`src/rtl/ex_mem_stage.sv`:
```
// ---------------------------------------------------------------------------
// ex_mem_stage
//
// Execute-to-memory boundary of the integer pipeline. This stage consumes
// the ALU outputs (result, is_zero, ready) and owns the EX/MEM register.
//
//  * Ordinary instructions pass straight into EX/MEM unless the memory
//    stage back-pressures (mem_stall).
//  * A multiply/divide holds IF/ID/EX (ex_stall) for the whole iterative
//    latency. The single-cycle alu_ready pulse is captured in a hold buffer
//    when memory is stalled at that moment, so the result is never lost.
//  * A mul/div that never signals alu_ready is abandoned after MD_TIMEOUT
//    cycles. It retires with a zero result and raises the sticky md_timeout
//    flag, which only reset clears.
//  * Taken branches and jumps produce a one-cycle flush plus redirect_pc. The
//    control-flow instruction itself still enters EX/MEM, carrying its link
//    value for JAL/JALR.
//
// Ports
//  clk, rst_n          clock, asynchronous active-low reset
//  ex_*                instruction currently in EX (must stay stable while
//                      ex_stall=1)
//  alu_result          ALU result for the EX instruction
//  alu_is_zero         branch/jump taken indication from the ALU
//  alu_ready           one-cycle mul/div completion pulse
//  mem_stall           MEM stage cannot accept this cycle
//  ex_stall            hold IF/ID/EX
//  flush, redirect_pc  kill IF/ID and refetch from redirect_pc
//  mem_*               EX/MEM pipeline register
//  md_timeout          sticky mul/div hang indication
// ---------------------------------------------------------------------------
module ex_mem_stage #(
    parameter int          XLEN         = 32,
    parameter int          MD_TIMEOUT   = 40,
    parameter int          CNT_W        = 6,
    // Mul/div code range of the ALU control encoding (MUL..REMU, contiguous).
    parameter logic [4:0]  ALUCTRL_MUL  = 5'd10,
    parameter logic [4:0]  ALUCTRL_REMU = 5'd17
) (
    input  logic            clk,
    input  logic            rst_n,

    input  logic            ex_valid,
    input  logic [4:0]      ex_ctrl,
    input  logic [XLEN-1:0] ex_pc,
    input  logic [XLEN-1:0] ex_imm,
    input  logic [XLEN-1:0] ex_rs1,
    input  logic [XLEN-1:0] ex_rs2,
    input  logic [4:0]      ex_rd,
    input  logic            ex_reg_write,
    input  logic            ex_mem_read,
    input  logic            ex_mem_write,
    input  logic            ex_is_branch,
    input  logic            ex_is_jal,
    input  logic            ex_is_jalr,

    input  logic [XLEN-1:0] alu_result,
    input  logic            alu_is_zero,
    input  logic            alu_ready,

    input  logic            mem_stall,

    output logic            ex_stall,
    output logic            flush,
    output logic [XLEN-1:0] redirect_pc,

    output logic            mem_valid,
    output logic            mem_reg_write,
    output logic            mem_mem_read,
    output logic            mem_mem_write,
    output logic [XLEN-1:0] mem_alu_result,
    output logic [XLEN-1:0] mem_store_data,
    output logic [4:0]      mem_rd,

    output logic            md_timeout
);

    // -----------------------------------------------------------------------
    // FSM encoding
    // -----------------------------------------------------------------------
    localparam logic [1:0] ST_PASS    = 2'd0;
    localparam logic [1:0] ST_MD_WAIT = 2'd1;
    localparam logic [1:0] ST_MD_HOLD = 2'd2;

    localparam logic [CNT_W-1:0] CNT_LAST = CNT_W'(MD_TIMEOUT - 1);

    // -----------------------------------------------------------------------
    // Helpers
    // -----------------------------------------------------------------------
    // Control-flow target. JALR clears bit 0 of the computed address.
    // Both sums wrap modulo 2^XLEN.
    function automatic logic [XLEN-1:0] branch_target(
        input logic            is_jalr,
        input logic [XLEN-1:0] pc,
        input logic [XLEN-1:0] rs1,
        input logic [XLEN-1:0] imm
    );
        logic [XLEN-1:0] sum;
        if (is_jalr) begin
            sum = rs1 + imm;
            sum[0] = 1'b0;
        end else begin
            sum = pc + imm;
        end
        return sum;
    endfunction

    function automatic logic is_muldiv(input logic [4:0] ctrl);
        return (ctrl >= ALUCTRL_MUL) && (ctrl <= ALUCTRL_REMU);
    endfunction

    // -----------------------------------------------------------------------
    // State
    // -----------------------------------------------------------------------
    logic [1:0]       state_q,   state_d;
    logic [CNT_W-1:0] cnt_q,     cnt_d;
    logic [XLEN-1:0]  hold_q,    hold_d;
    logic             md_tmo_q,  md_tmo_d;

    logic             valid_q,   valid_d;
    logic             rwr_q,     rwr_d;
    logic             mrd_q,     mrd_d;
    logic             mwr_q,     mwr_d;
    logic [XLEN-1:0]  res_q,     res_d;
    logic [XLEN-1:0]  sdata_q,   sdata_d;
    logic [4:0]       rd_q,      rd_d;

    // -----------------------------------------------------------------------
    // Next-state / control
    // -----------------------------------------------------------------------
    logic            is_md;
    logic            is_cf;
    logic            stall_c;
    logic            flush_c;
    logic            load_c;     // EX/MEM takes the EX instruction this edge
    logic            bubble_c;   // EX/MEM takes an empty slot this edge
    logic [XLEN-1:0] load_res;

    assign is_md = ex_valid && is_muldiv(ex_ctrl);
    assign is_cf = ex_is_branch || ex_is_jal || ex_is_jalr;

    always_comb begin
        state_d  = state_q;
        cnt_d    = cnt_q;
        hold_d   = hold_q;
        md_tmo_d = md_tmo_q;
        stall_c  = 1'b0;
        flush_c  = 1'b0;
        load_c   = 1'b0;
        bubble_c = 1'b0;
        load_res = alu_result;

        case (state_q)
            ST_PASS: begin
                if (is_md) begin
                    // Launch cycle: the ALU starts iterating now.
                    stall_c  = 1'b1;
                    cnt_d    = '0;
                    state_d  = ST_MD_WAIT;
                    bubble_c = !mem_stall;
                end else begin
                    stall_c = mem_stall;
                    load_c  = !mem_stall;
                    // Redirect only when the branch actually moves into
                    // EX/MEM, so a stalled branch cannot flush twice.
                    flush_c = load_c && ex_valid && is_cf && alu_is_zero;
                end
            end

            ST_MD_WAIT: begin
                stall_c = 1'b1;
                cnt_d   = cnt_q + CNT_W'(1);
                if (alu_ready) begin
                    if (!mem_stall) begin
                        load_c  = 1'b1;
                        stall_c = 1'b0;
                        state_d = ST_PASS;
                    end else begin
                        // Ready is a single pulse; keep it until MEM frees up.
                        hold_d  = alu_result;
                        state_d = ST_MD_HOLD;
                    end
                end else begin
                    bubble_c = !mem_stall;
                    if (cnt_q == CNT_LAST) begin
                        // Give up on a hung unit; retire with a zero result.
                        md_tmo_d = 1'b1;
                        hold_d   = '0;
                        state_d  = ST_MD_HOLD;
                    end
                end
            end

            ST_MD_HOLD: begin
                stall_c = 1'b1;
                if (!mem_stall) begin
                    load_c   = 1'b1;
                    load_res = hold_q;
                    stall_c  = 1'b0;
                    state_d  = ST_PASS;
                end
            end

            default: begin
                state_d = ST_PASS;
            end
        endcase
    end

    // EX/MEM register next values. With neither load nor bubble (mem_stall)
    // every field holds.
    always_comb begin
        valid_d = valid_q;
        rwr_d   = rwr_q;
        mrd_d   = mrd_q;
        mwr_d   = mwr_q;
        res_d   = res_q;
        sdata_d = sdata_q;
        rd_d    = rd_q;
        if (load_c) begin
            valid_d = ex_valid;
            rwr_d   = ex_reg_write;
            mrd_d   = ex_mem_read;
            mwr_d   = ex_mem_write;
            res_d   = load_res;
            sdata_d = ex_rs2;
            rd_d    = ex_rd;
        end else if (bubble_c) begin
            // Empty slot: no side effects downstream; data fields are don't-care.
            valid_d = 1'b0;
            rwr_d   = 1'b0;
            mrd_d   = 1'b0;
            mwr_d   = 1'b0;
        end
    end

    // -----------------------------------------------------------------------
    // EX/MEM boundary registers
    // -----------------------------------------------------------------------
    always_ff @(posedge clk or negedge rst_n) begin
        if (!rst_n) begin
            state_q  <= ST_PASS;
            cnt_q    <= '0;
            hold_q   <= '0;
            md_tmo_q <= 1'b0;
            valid_q  <= 1'b0;
            rwr_q    <= 1'b0;
            mrd_q    <= 1'b0;
            mwr_q    <= 1'b0;
            res_q    <= '0;
            sdata_q  <= '0;
            rd_q     <= '0;
        end else begin
            state_q  <= state_d;
            cnt_q    <= cnt_d;
            hold_q   <= hold_d;
            md_tmo_q <= md_tmo_d;
            valid_q  <= valid_d;
            rwr_q    <= rwr_d;
            mrd_q    <= mrd_d;
            mwr_q    <= mwr_d;
            res_q    <= res_d;
            sdata_q  <= sdata_d;
            rd_q     <= rd_d;
        end
    end

    // -----------------------------------------------------------------------
    // Outputs
    // -----------------------------------------------------------------------
    // Forced low during reset so upstream stages are not frozen by a
    // mem_stall that happens to be high while the pipeline is being reset.
    assign ex_stall    = rst_n && stall_c;
    assign flush       = rst_n && flush_c;
    assign redirect_pc = branch_target(ex_is_jalr, ex_pc, ex_rs1, ex_imm);

    assign mem_valid      = valid_q;
    assign mem_reg_write  = rwr_q;
    assign mem_mem_read   = mrd_q;
    assign mem_mem_write  = mwr_q;
    assign mem_alu_result = res_q;
    assign mem_store_data = sdata_q;
    assign mem_rd         = rd_q;
    assign md_timeout     = md_tmo_q;

endmodule

```
`config.mk`:
```
export PLATFORM = sky130hd
export DESIGN_NAME = ex_mem_stage
export DESIGN_NICKNAME = d
export VERILOG_FILES = /design/src/rtl/ex_mem_stage.sv
export SDC_FILE = /design/constraint.sdc
export NUM_CORES = 1
export LEC_CHECK = 0
export BUFFER_PORTS_ARGS = -buffer_cell sky130_fd_sc_hd__buf_2
export CORE_MARGIN = 8
export CORE_UTILIZATION = 30
export CTS_CLUSTER_DIAMETER = 100
export CTS_CLUSTER_SIZE = 28
export DETAILED_ROUTE_END_ITERATION = 8
export GPL_ROUTABILITY_DRIVEN = 0
export SLEW_MARGIN = 5
export SYNTH_ARGS = -nofsm -noshare
export SYNTH_HDL_FRONTEND = slang
export SYNTH_SLANG_ARGS = --single-unit
```
`constraint.sdc`:
```
create_clock -name clk -period 3.9 [get_ports clk]
set_input_delay 0.39 -clock clk [delete_from_list [all_inputs] [get_ports clk]]
set_output_delay 0.39 -clock clk [all_outputs]
set_load 0.05 [all_outputs]
```
# After elaboration in Yosys (flattened, before gate mapping)
# Cells that the tools add are included.
dict set report word_totals {
  regBits 114
  inputBits 182
  out_inout_bits 108
  word_cells 72
}
dict set report op_classes {
  add_sub_neg 3
  n_lt_le_gt_ge 2
  n_eq_ne 6
  muxes 31
  n_bitwise 1
  reduce_logical 18
}
# cell n
set op_table {}
lappend op_table {{two-way mux 32 bit} 5}
lappend op_table {{adder 32 bit} 2}
lappend op_table {{two-way mux 1 bit} 15}
lappend op_table {{one-hot mux 6 bit (2 select lines)} 1}
lappend op_table {{two-way mux 2 bit} 5}
lappend op_table {{logical AND 1 bit} 7}
lappend op_table {{adder 6 x 1 -> 6 bit (second input constant)} 1}
lappend op_table {{equality test 6 bit (second input constant)} 1}
lappend op_table {{two-way mux 6 bit} 1}
lappend op_table {{one-hot mux 1 bit (3 select lines)} 2}
lappend op_table {{one-hot mux 2 bit (3 select lines)} 1}
lappend op_table {{AND reduction 3 bit} 2}
lappend op_table {{nonzero test 2 bit} 3}
lappend op_table {{>= comparator 5 x 4 -> 1 bit (second input constant)} 1}
lappend op_table {{less-or-equal comparator 5 bit (second input constant)} 1}
lappend op_table {{!= test 2 bit (second input constant)} 2}
lappend op_table {{AND reduction 2 bit} 2}
lappend op_table {{!= test 3 bit (second input constant)} 1}
lappend op_table {{equality test 2 x 1 -> 1 bit (second input constant)} 1}
lappend op_table {{equality test 2 bit (second input constant)} 1}
lappend op_table {{logical NOT 2 bit} 1}
lappend op_table {{logical OR 1 bit} 2}
lappend op_table {{one-hot mux 1 bit (2 select lines)} 1}
lappend op_table {{logical NOT 1 bit} 1}
lappend op_table {{inverter 1 bit} 1}

# Logic depth before layout (Yosys ltp)
# Gate-level depths: netlist of the first run.
dict set report depth {
  word_depth 7
  depth_mapped 11
  depth_no_buf 11
}

# Worst setup path after synthesis of the first run
# OpenSTA, ideal clock, no wires.
dict set report synth_timing {
  path_kind {input-to-output}
  from {input ex_pc[0]}
  to {output redirect_pc[30]}
  arrival_time_ps 3636
  required_ps 3510
  slack_ps -126
  stages 11
  n_path_buf 0
  cell_sequence {ha_1 -> fa_1 -> a21o_1 -> a21oi_1 -> o21a_1 -> o211ai_1 -> or3b_1 -> nand2_1 -> a21oi_1 -> mux2_2 -> a311oi_1}
}
dict set report synth_between {
  elab_chain_len 2
}
# element line_no
set synth_rtl {}
lappend synth_rtl {{start, declared} 45} ;# input logic [XLEN-1:0] ex_pc,
lappend synth_rtl {{adder 32 bit} 103} ;# sum = pc + imm;
lappend synth_rtl {{two-way mux 32 bit} 99} ;# if (is_jalr) begin
lappend synth_rtl {{end, declared} 65} ;# output logic [XLEN-1:0] redirect_pc,
# Every way passes these cells.

# Worst setup path after layout of the first run
dict set report layout_timing {
  from {input ex_imm[0]}
  to {output redirect_pc[24]}
}
dict set report layout_between {
  elab_chain_len 2
  word_cells_on_any_way 3
  classes_between {add/sub (2); mux (1)}
}
# element line_no
set layout_rtl {}
lappend layout_rtl {{start, declared} 46} ;# input logic [XLEN-1:0] ex_imm,
lappend layout_rtl {{adder 32 bit, on equally long branches} {103, 100}}
lappend layout_rtl {{two-way mux 32 bit (*)} 99}
# Mark *: on every way between the ends. The rest lies on a longest branch, timed or not.

==> flow_metrics.tcl, run 1 <==
set metrics [dict create \
    ff2ff_setup_slack_ps 1600 \
    synth_xor_area_share_pct 4.93 \
    end_kind "output pin" \
    worstPathArrival_ps 3330 \
    dr.first_iter.drc_count 466 \
    drc_errors 0 \
    ir_worst_vdd_uv 265 \
    layout_min_cycle_time_ps 3720 \
    switching_power_mw 2.26 \
    p_leak_nw 5.40 \
    htreeDepth 4 \
    seq_area_frac_synth_pct 34.2 \
    die_w_um 183 \
    cts_buffers 17 \
    nNetsFinal 1512 \
    syn_area_per_cell_um2 8.42 \
    cap_violations 0 \
    ys_warn_count 0 \
    cp_max_fo 3 \
    async_flop_share_pct 100 \
    finalSetupViolCount 0 \
    layout_commonest_cell "buf_2" \
    hold_ws_ps 121 \
    r2r-end "mem_alu_result[19]$_DFFE_PN0P_" \
    grt_max_degree 63 \
    synth-edff-count 0 \
    slew_viol_final 0 \
    die-height_um 183 \
    synth_top_family_by_area "compound AO/OA/AOI/OAI gates" \
    finalClockSkew_ps 13.5 \
    max_stage_delay_ps 430 \
    yosys.area_share.simple_pct 19.0 \
    wire_per_inst_um 16.6 \
    criticalPathCategory "in2out" \
    ys.flop_type "dfrtp_1" \
    finalSetupTns_ps 0 \
    clock-sinks 114 \
    syn-cell-area_mm2 0.00834 \
    p_int_mw 3.05 \
    hold_path_class "in2async" \
    start_util_pct 30.3 \
    r2r-start "state_q[1]$_DFFE_PN0P_" \
    crit_required_ps 3510 \
    total_power_mw 5.31 \
    post-cts-setup-buffers 0 \
    synth-seq-cells 114 \
    powerDensity_mw_per_mm2 489 \
    final_util_pct 39.4 \
    grt_pass1_wl_mm 42.9 \
    multiInputGateArea_mm2 0.00530 \
    p_clk_share_pct 27.5 \
    path_buf_inv 2 \
    overflow 0 \
    clkSlewWorstSetupHoldPaths_ps 60 \
    clk_latency_ps 410 \
    wirelength_mm 27.6 \
    path_cells "buf_2 > ha_1 > fa_1 > a21o_1 > a21oi_2 > o21a_1 > o211ai_1 > or3b_1 > a211oi_1 > or3b_1 > xnor2_1 > mux2i_1 > buf_2" \
    ios 290 \
    final_hold_viol_count 0 \
    synth_cell_types 65 \
    startpoint_type "input port" \
    layout_common_cells "buf_2, nand2_1, dfrtp_1" \
    path_delay_family "compound AO/OA/AOI/OAI gates" \
    cts_tree "yes" \
    place_hpwl_mm 21.9 \
    synth_mux_area_share_pct 5.68 \
    root_buffer "clkbuf_16" \
    die_area_mm2 0.0334 \
    ant_nets 0 \
    tightest_slew_ps 1000 \
    grt_util_all_layers_pct 15.9 \
    drive_gt1_share_pct 27.8 \
    slowest_stage "fa_1" \
    synthCells 991 \
    area_delta_synth_final_pct 30.1 \
    core_mm2 0.0276 \
    synthesis.nets 1237 \
    rsz0062_at_grt "false" \
    fin_crit_sh_pct 95.3 \
    status "finished, final reports clean" \
    p_comb_share_pct 41.9 \
    seqCellArea_mm2 0.00285 \
    num-fill-cells 2820 \
    share_seq_of_total_power_pct 30.5 \
    worst_slack_ps 182 \
    place_ws_ps 133 \
    synth_adder_area_share_pct 9.78 \
    dr.pass1.iters 5 \
    via_count 8353 \
    swShare_pct 42.6 \
    grt_antenna_before_repair 8 \
    num_rows 61 \
    reg2reg_depth 6 \
    relSlewSlack_pct 33.0 \
    grt_pass1_vias 8323 \
    fmax_mhz 269 \
    cts.path.max_buffers 2 \
    synth_compound_area_share_pct 23.4 \
    io_buffer_count 288 \
    via_per_inst 5.03 \
]
[Yosys cell counts (4+ instances only)]
| library cell | instances | area (µm²) |
|---|---|---|
| clkbuf_1 | 40 | 150 |
| and2_1 | 6 | 37.5 |
| nor2_1 | 49 | 184 |
| mux2i_1 | 44 | 440 |
| o211ai_1 | 7 | 52.6 |
| ha_1 | 62 | 776 |
| inv_1 | 17 | 63.8 |
| a22o_1 | 37 | 324 |
| o31ai_1 | 5 | 37.5 |
| a211oi_1 | 10 | 75.1 |
| nand2b_1 | 11 | 68.8 |
| xor2_1 | 17 | 149 |
| o21a_1 | 9 | 67.6 |
| a31oi_1 | 5 | 31.3 |
| or3_1 | 5 | 31.3 |
| o21ai_0 | 83 | 415 |
| nand4_1 | 12 | 75.1 |
| nand3_1 | 21 | 105 |
| o21bai_1 | 8 | 60.1 |
| dfrtp_1 | 114 | 2850 |
| nor2b_1 | 8 | 50.1 |
| a21o_1 | 32 | 240 |
| xnor2_1 | 30 | 263 |
| a211o_1 | 5 | 43.8 |
| a21oi_1 | 68 | 340 |
| nor3b_1 | 4 | 30.0 |
| nor3_1 | 21 | 105 |
| nand2_1 | 201 | 754 |
[sequential cells by signal, indices dropped and copies added, names as in the netlist]
register / flops
hold_q: 32
mem_alu_result: 32
mem_rd: 5
cnt_q: 6
mem_valid: 1
md_timeout: 1
mem_reg_write: 1
mem_mem_write: 1
mem_mem_read: 1
state_q: 2
mem_store_data: 32
[worst max path at each step]
stage	from	cells past startpoint	to	slack, ps
after floorplan	ex_imm[0]	11	redirect_pc[26]	210
after global placement	ex_imm[0]	13	redirect_pc[24]	150
after detailed placement	ex_imm[0]	13	redirect_pc[24]	130
after CTS	ex_imm[0]	13	redirect_pc[24]	120
after global routing	ex_imm[15]	12	redirect_pc[31]	30
final	ex_imm[0]	13	redirect_pc[24]	180
[per-layer routing]
metal / track usage [%] / routed length [µm] / up-vias
li1: - / - / 4139
met1: 19.1 / 11600 / 3875
met2: 26.3 / 13000 / 272
met3: 4.53 / 1990 / 57
met4: 6.66 / 937 / 10
met5: 0 / 57 / -
[power by group through the flow]
stage	clock [mW]	sequential, mW	combinational, mW
finish	1.46	1.62	2.23
global route	1.55	1.66	2.40
CTS	1.50	1.62	2.24
detailed placement	0	1.64	2.22
global placement	0	1.63	2.21
floorplan	0	2.11	1.12
[timing repair]
item / in CTS / in global routing
setup endpoints to repair: 0 / 2
hold buffers: 0 / 0
gates resized for setup: 0 / 6
[area by class of cell]
type	instances	share of cell area (%)
sequential	114	26.3
inverter	18	0.623
tap	378	4.36
clock buffer	18	3.95
timing repair buffer	303	14.7
multi-input combinational	812	48.8
antenna	2	0.0461
clock inverter	14	1.20
[metrics by stage]
step / cell area [µm²] / cells
floorplan: 8350 / 991
global placement: 10300 / 1625
detailed placement: 10300 / 1625
CTS: 10800 / 1657
global route: 10900 / 1659
finish: 10900 / 1659
[cells by family after synthesis]
logic type,after synthesis
AO/OA/AOI/OAI,298
multiplexers,47
adder cells (fa/ha/maj),64
AND/OR/NAND/NOR,356
buffers and inverters,65
flip-flops,114
XOR/XNOR,47
No activity file was read; power rests on OpenSTA's default activity.
==> run 2, diff against run 1 <==
==> constraint.sdc (replaced) <==
create_clock -name clk -period 3.9 [get_ports clk]
set_input_delay 0.585 -clock clk [delete_from_list [all_inputs] [get_ports clk]]
set_output_delay 0.585 -clock clk [all_outputs]
set_load 0.05 [all_outputs]
==> run 2 against run 1 <==
Effect of this change: sequential share of layout area down 1.6 points; highest routed layer unchanged; register-to-register slack about the same; routed wire length up 2.7%; sequential power about the same.
==> flow_metrics.tcl, run 2 (synthesis gave the netlist of run 1 again) <==
set metrics [dict create \
    status "finished, final reports clean" \
    via_count 8657 \
    p_leak_nw 5.77 \
    via_per_inst 5.03 \
    hold_buffers 0 \
    start_util_pct 30.3 \
    finalSetupViolCount 0 \
    ios 290 \
    nNetsFinal 1575 \
    total_power_mw 5.64 \
    layout_min_cycle_time_ps 3840 \
    clk_latency_ps 410 \
    crit_start "ex_imm[11]" \
    clock-sinks 114 \
    relSlewSlack_pct 30.6 \
    max_stage_delay_ps 330 \
    ant_nets 0 \
    htreeDepth 4 \
    clkSlewWorstSetupHoldPaths_ps 60 \
    area_delta_synth_final_pct 38.4 \
    slowest_stage "buf_2" \
    grt_pass1_vias 8852 \
    hold_path_class "in2reg" \
    slew_viol_final 0 \
    r2r-end "mem_alu_result[6]$_DFFE_PN0P_" \
    cp_max_fo 4 \
    layout_commonest_cell "buf_2" \
    dr.first_iter.drc_count 491 \
    layout_common_cells "buf_2, nand2_1, dfrtp_1" \
    hold_end "mem_store_data[18]$_DFFE_PN0P_" \
    path_cells "buf_2 > buf_4 > ha_1 > and2_4 > o2111ai_2 > o21a_1 > o21a_2 > buf_4 > o311a_1 > o31a_1 > xor2_1 > o21ai_0 > buf_2" \
    root_buffer "clkbuf_16" \
    drc_errors 0 \
    num_rows 61 \
    min_path_cells 3 \
    ir_worst_vdd_uv 262 \
    fin_crit_sh_pct 98.4 \
    fmax_mhz 261 \
    grt_util_all_layers_pct 16.4 \
    finalClockSkew_ps 14.2 \
    drive_gt1_share_pct 33.2 \
    crit_required_ps 3310 \
    rsz0062_at_grt "true" \
    cts_tree "yes" \
    path_delay_family "compound AO/OA/AOI/OAI gates" \
    ff2ff_setup_slack_ps 1600 \
    grt_antenna_before_repair 5 \
    wire_per_inst_um 16.4 \
    io_buffer_count 288 \
    wirelength_mm 28.3 \
    cap_violations 0 \
    reg2reg_depth 6 \
    grt_pass1_wl_mm 44.7 \
    tightest_slew_ps 1040 \
    overflow 0 \
    criticalPathCategory "in2out" \
    min_from "ex_rs2[18]" \
    dr.pass1.iters 5 \
    die-height_um 183 \
    die_w_um 183 \
    cts.path.max_buffers 2 \
    final_hold_viol_count 0 \
    place_hpwl_mm 22.3 \
    startpoint_type "input port" \
    core_mm2 0.0276 \
    grt_max_degree 88 \
    layout.cells.non_filler 1722 \
    end_kind "output pin" \
    r2r-start "state_q[1]$_DFFE_PN0P_" \
    cts_buffers 17 \
    worstPathArrival_ps 3250 \
    dp.cells 1686 \
    die_area_mm2 0.0334 \
    powerDensity_mw_per_mm2 488 \
    path_buf_inv 4 \
]
==> run 2: changes by cell type in the layout (fill, tap and decap cells not counted), sizes merged <==
cell,change
buf,+62
inv,+3
clkbuf,+1
bufinv,+2
clkinvlp,-2
clkinv,-3
==> run 2: routing by layer <==
layer	track usage, %	wire length, µm	up-vias
met5	0	49	-
met4	7.54	1070	8
met3	4.51	1810	62
met2	27.1	13400	280
met1	19.7	12000	4051
li1	-	-	4256
==> run 2: timing repair <==
item	in CTS	in global routing
setup endpoints to repair	6	11
buffers inserted	1	1
pin swaps	9	11
gates resized for setup	26	22
==> run 2: final cells by class <==
class | instances | area [µm²]
inverters | 18 | 67.6
fillers | 2779 | 16000
well taps | 378 | 473
repair buffers | 366 | 2070
clock inverters | 14 | 191
multi-input cells | 812 | 5450
clock buffers | 18 | 439
diodes | 2 | 5.00
flip-flops and latches | 114 | 2850
==> run 2: power breakdown <==
group	switching (mW)	internal [mW]
combinational	1.56	0.795
clock	0.610	1.04
sequential	0.163	1.46
==> run 2: worst max path at each step <==
stage,endpoint,cells after the start
2_1_floorplan,redirect_pc[30],11
3_3_place_gp,redirect_pc[30],13
3_5_place_dp,redirect_pc[30],13
4_1_cts,redirect_pc[30],13
5_1_grt,redirect_pc[31],12
6_report,redirect_pc[25],13
==> run 2: through the flow <==
step | area [µm²] | util [%] | worst slack [ps] | hold slack (ps) | setup TNS (ps)
CTS | 11500 | 41.6 | -14.2 | 337 | -14.2
global placement | 10700 | 38.8 | -206 | 449 | -791
global route | 11500 | 41.9 | -0.199 | 342 | -0.199
floorplan | 8370 | - | -42.6 | 289 | -42.6
detailed placement | 10700 | 38.8 | -244 | 456 | -1010
finish | 11500 | 41.9 | 61.9 | 363 | 0
==> run 2: worst min-delay path: stages <==
cell     delay, ps
buf_2           70
nand2_1         40
nand2_1         40
==> run 3, diff against run 2 <==
Settings changed: CELL_PAD_IN_SITES_DETAIL_PLACEMENT from default to 0, CELL_PAD_IN_SITES_GLOBAL_PLACEMENT from default to 1, PLACE_DENSITY_LB_ADDON from default to 0.1.
==> run 3 against run 2 <==
Effect of this change: core utilization shrank 0.54 points; global-route usage is 0.71 points higher; sequential cell count did not move; non-clock buffer count shrank 20; worst hold slack worse by 2.7 ps; clock skew fell by 2.9 ps; maximum frequency hardly changed; count of clock-buffer cells in the layout is 1 lower; first-iteration DRC count is 3.5% lower; combinational power barely moved; largest cell class unchanged; largest power group unchanged.
==> flow_metrics.tcl, run 3 (synthesis gave the netlist of run 1 again) <==
set metrics [dict create \
    via_per_inst 4.87 \
    drc_errors 0 \
    num_rows 61 \
    hold_path_class "in2async" \
    clock-sinks 114 \
    ant_nets 0 \
    grt_util_all_layers_pct 17.1 \
    dr.first_iter.drc_count 474 \
    cp_max_fo 3 \
    r2r-start "state_q[1]$_DFFE_PN0P_" \
    end_kind "output pin" \
    final_hold_viol_count 0 \
    total_power_mw 5.56 \
    worst_slack_ps 58.7 \
    area_delta_synth_final_pct 36.7 \
    p_leak_nw 5.67 \
    layout_common_cells "buf_2, nand2_1, dfrtp_1" \
    via_count 8294 \
    dpl_cell_area_mm2 0.0106 \
    relSlewSlack_pct 26.4 \
    dr.pass1.iters 6 \
    die_w_um 183 \
    finalClockSkew_ps 11.3 \
    finalSetupViolCount 0 \
    die-height_um 183 \
    grt_antenna_before_repair 4 \
    die_area_mm2 0.0334 \
    finalSetupTns_ps 0 \
    htreeDepth 4 \
    slew_viol_final 0 \
    overflow 0 \
    nNetsFinal 1555 \
    worstPathArrival_ps 3260 \
    ios 290 \
    clk_latency_ps 400 \
    path_delay_family "compound AO/OA/AOI/OAI gates" \
    root_buffer "clkbuf_16" \
    wirelength_mm 29.4 \
    cts.path.max_buffers 2 \
    crit_start "ex_imm[0]" \
    fmax_mhz 260 \
    core_mm2 0.0276 \
    grt_pass1_vias 8533 \
    startpoint_type "input port" \
    cts_tree "yes" \
    powerDensity_mw_per_mm2 488 \
    crit_required_ps 3310 \
    layout_commonest_cell "buf_2" \
    rsz0062_at_grt "true" \
    criticalPathCategory "in2out" \
    place_hpwl_mm 22.8 \
    finalInstanceArea_mm2 0.0114 \
    cts_buffers 17 \
    slowest_stage "fa_2" \
    ir_worst_vdd_uv 245 \
    cap_violations 0 \
    clkSlewWorstSetupHoldPaths_ps 60 \
    place_ws_ps -199 \
    wire_per_inst_um 17.3 \
    path_buf_inv 3 \
    tightest_slew_ps 1100 \
    status "finished, final reports clean" \
    final_util_pct 41.4 \
    layout.cells.non_filler 1702 \
    num-fill-cells 2901 \
    start_util_pct 30.3 \
    dp.cells 1665 \
    layout_min_cycle_time_ps 3840 \
    max_stage_delay_ps 410 \
    fin_crit_sh_pct 98.5 \
    path_cells "buf_8 > ha_4 > fa_2 > a21o_1 > a21oi_2 > o21a_1 > o211ai_1 > or3b_4 > nand2_4 > buf_6 > a211o_1 > xnor2_2 > a2bb2oi_2 > buf_12" \
    grt_max_degree 62 \
    grt_pass1_wl_mm 46.5 \
    hold_ws_ps 360 \
    io_buffer_count 288 \
    drive_gt1_share_pct 32.1 \
]
run 3: cell count changes in the layout (fill, tap and decap cells not counted), moves of 2 or more:
cell      before  now
a21oi_1       64   61
a21oi_2        5    8
buf_12         1    3
buf_2        280  275
buf_4         80   60
clkinv_2       0    4
clkinv_4       4    2
inv_8          2    0
nand3_2        0    2
o21ai_1        5    7
run 3: worst paths after layout:
kind	end	slack (ps)	cells after the start
max reg2reg	mem_alu_result[28]$_DFFE_PN0P_	1640	6
max	redirect_pc[28]	60	14
min	hold_q[11]$_DFFE_PN0P_	360	2
min in group clk	mem_rd[0]$_DFFE_PN0P_	370	3
min reg2reg	mem_store_data[12]$_DFFE_PN0P_	470	2
max in group asynchronous	mem_valid$_DFFE_PN0P_	2330	3
run 3: power breakdown:
part	internal [mW]	switching, mW
registers	1.46	0.155
clock network	1.01	0.580
logic	0.790	1.56
total	3.27	2.29
run 3: per-layer routing:
metal | track usage (%) | routed length, µm | vias up | part of all wire, %
met5 | 0 | 36 | - | 0.12
met4 | 3.35 | 240 | 6 | 0.82
met3 | 4.87 | 2010 | 18 | 6.8
met2 | 25.6 | 12600 | 214 | 43
met1 | 24.3 | 14500 | 3840 | 49
li1 | - | - | 4216 | -
run 3: repair_timing:
item | 4_1_cts | 5_1_grt
pin swaps | 0 | 19
setup endpoints to repair | 9 | 12
endpoints found under the hold margin | 0 | 0
gates resized for setup | 13 | 42
hold buffers | 0 | 0
buffers inserted | 0 | 3
run 3: worst register-to-register path: cells and delay by family, from the launching register on:
| kind | cells | cell delay, ps |
|---|---|---|
| buf+inv | 2 | 460 |
| simple gates | 3 | 980 |
| flops | 1 | 580 |
| compound gates | 1 | 120 |
run 3: layout make-up:
cell class,count,area (µm²),area share [%]
Multi-Input combinational cell,812,5430,47.6
Sequential cell,114,2850,25.0
Timing Repair Buffer,346,1970,17.3
Tap cell,378,473,4.15
Clock buffer,17,425,3.73
Clock inverter,15,179,1.57
Inverter,18,67.6,0.593
Antenna cell,2,5.00,0.0439
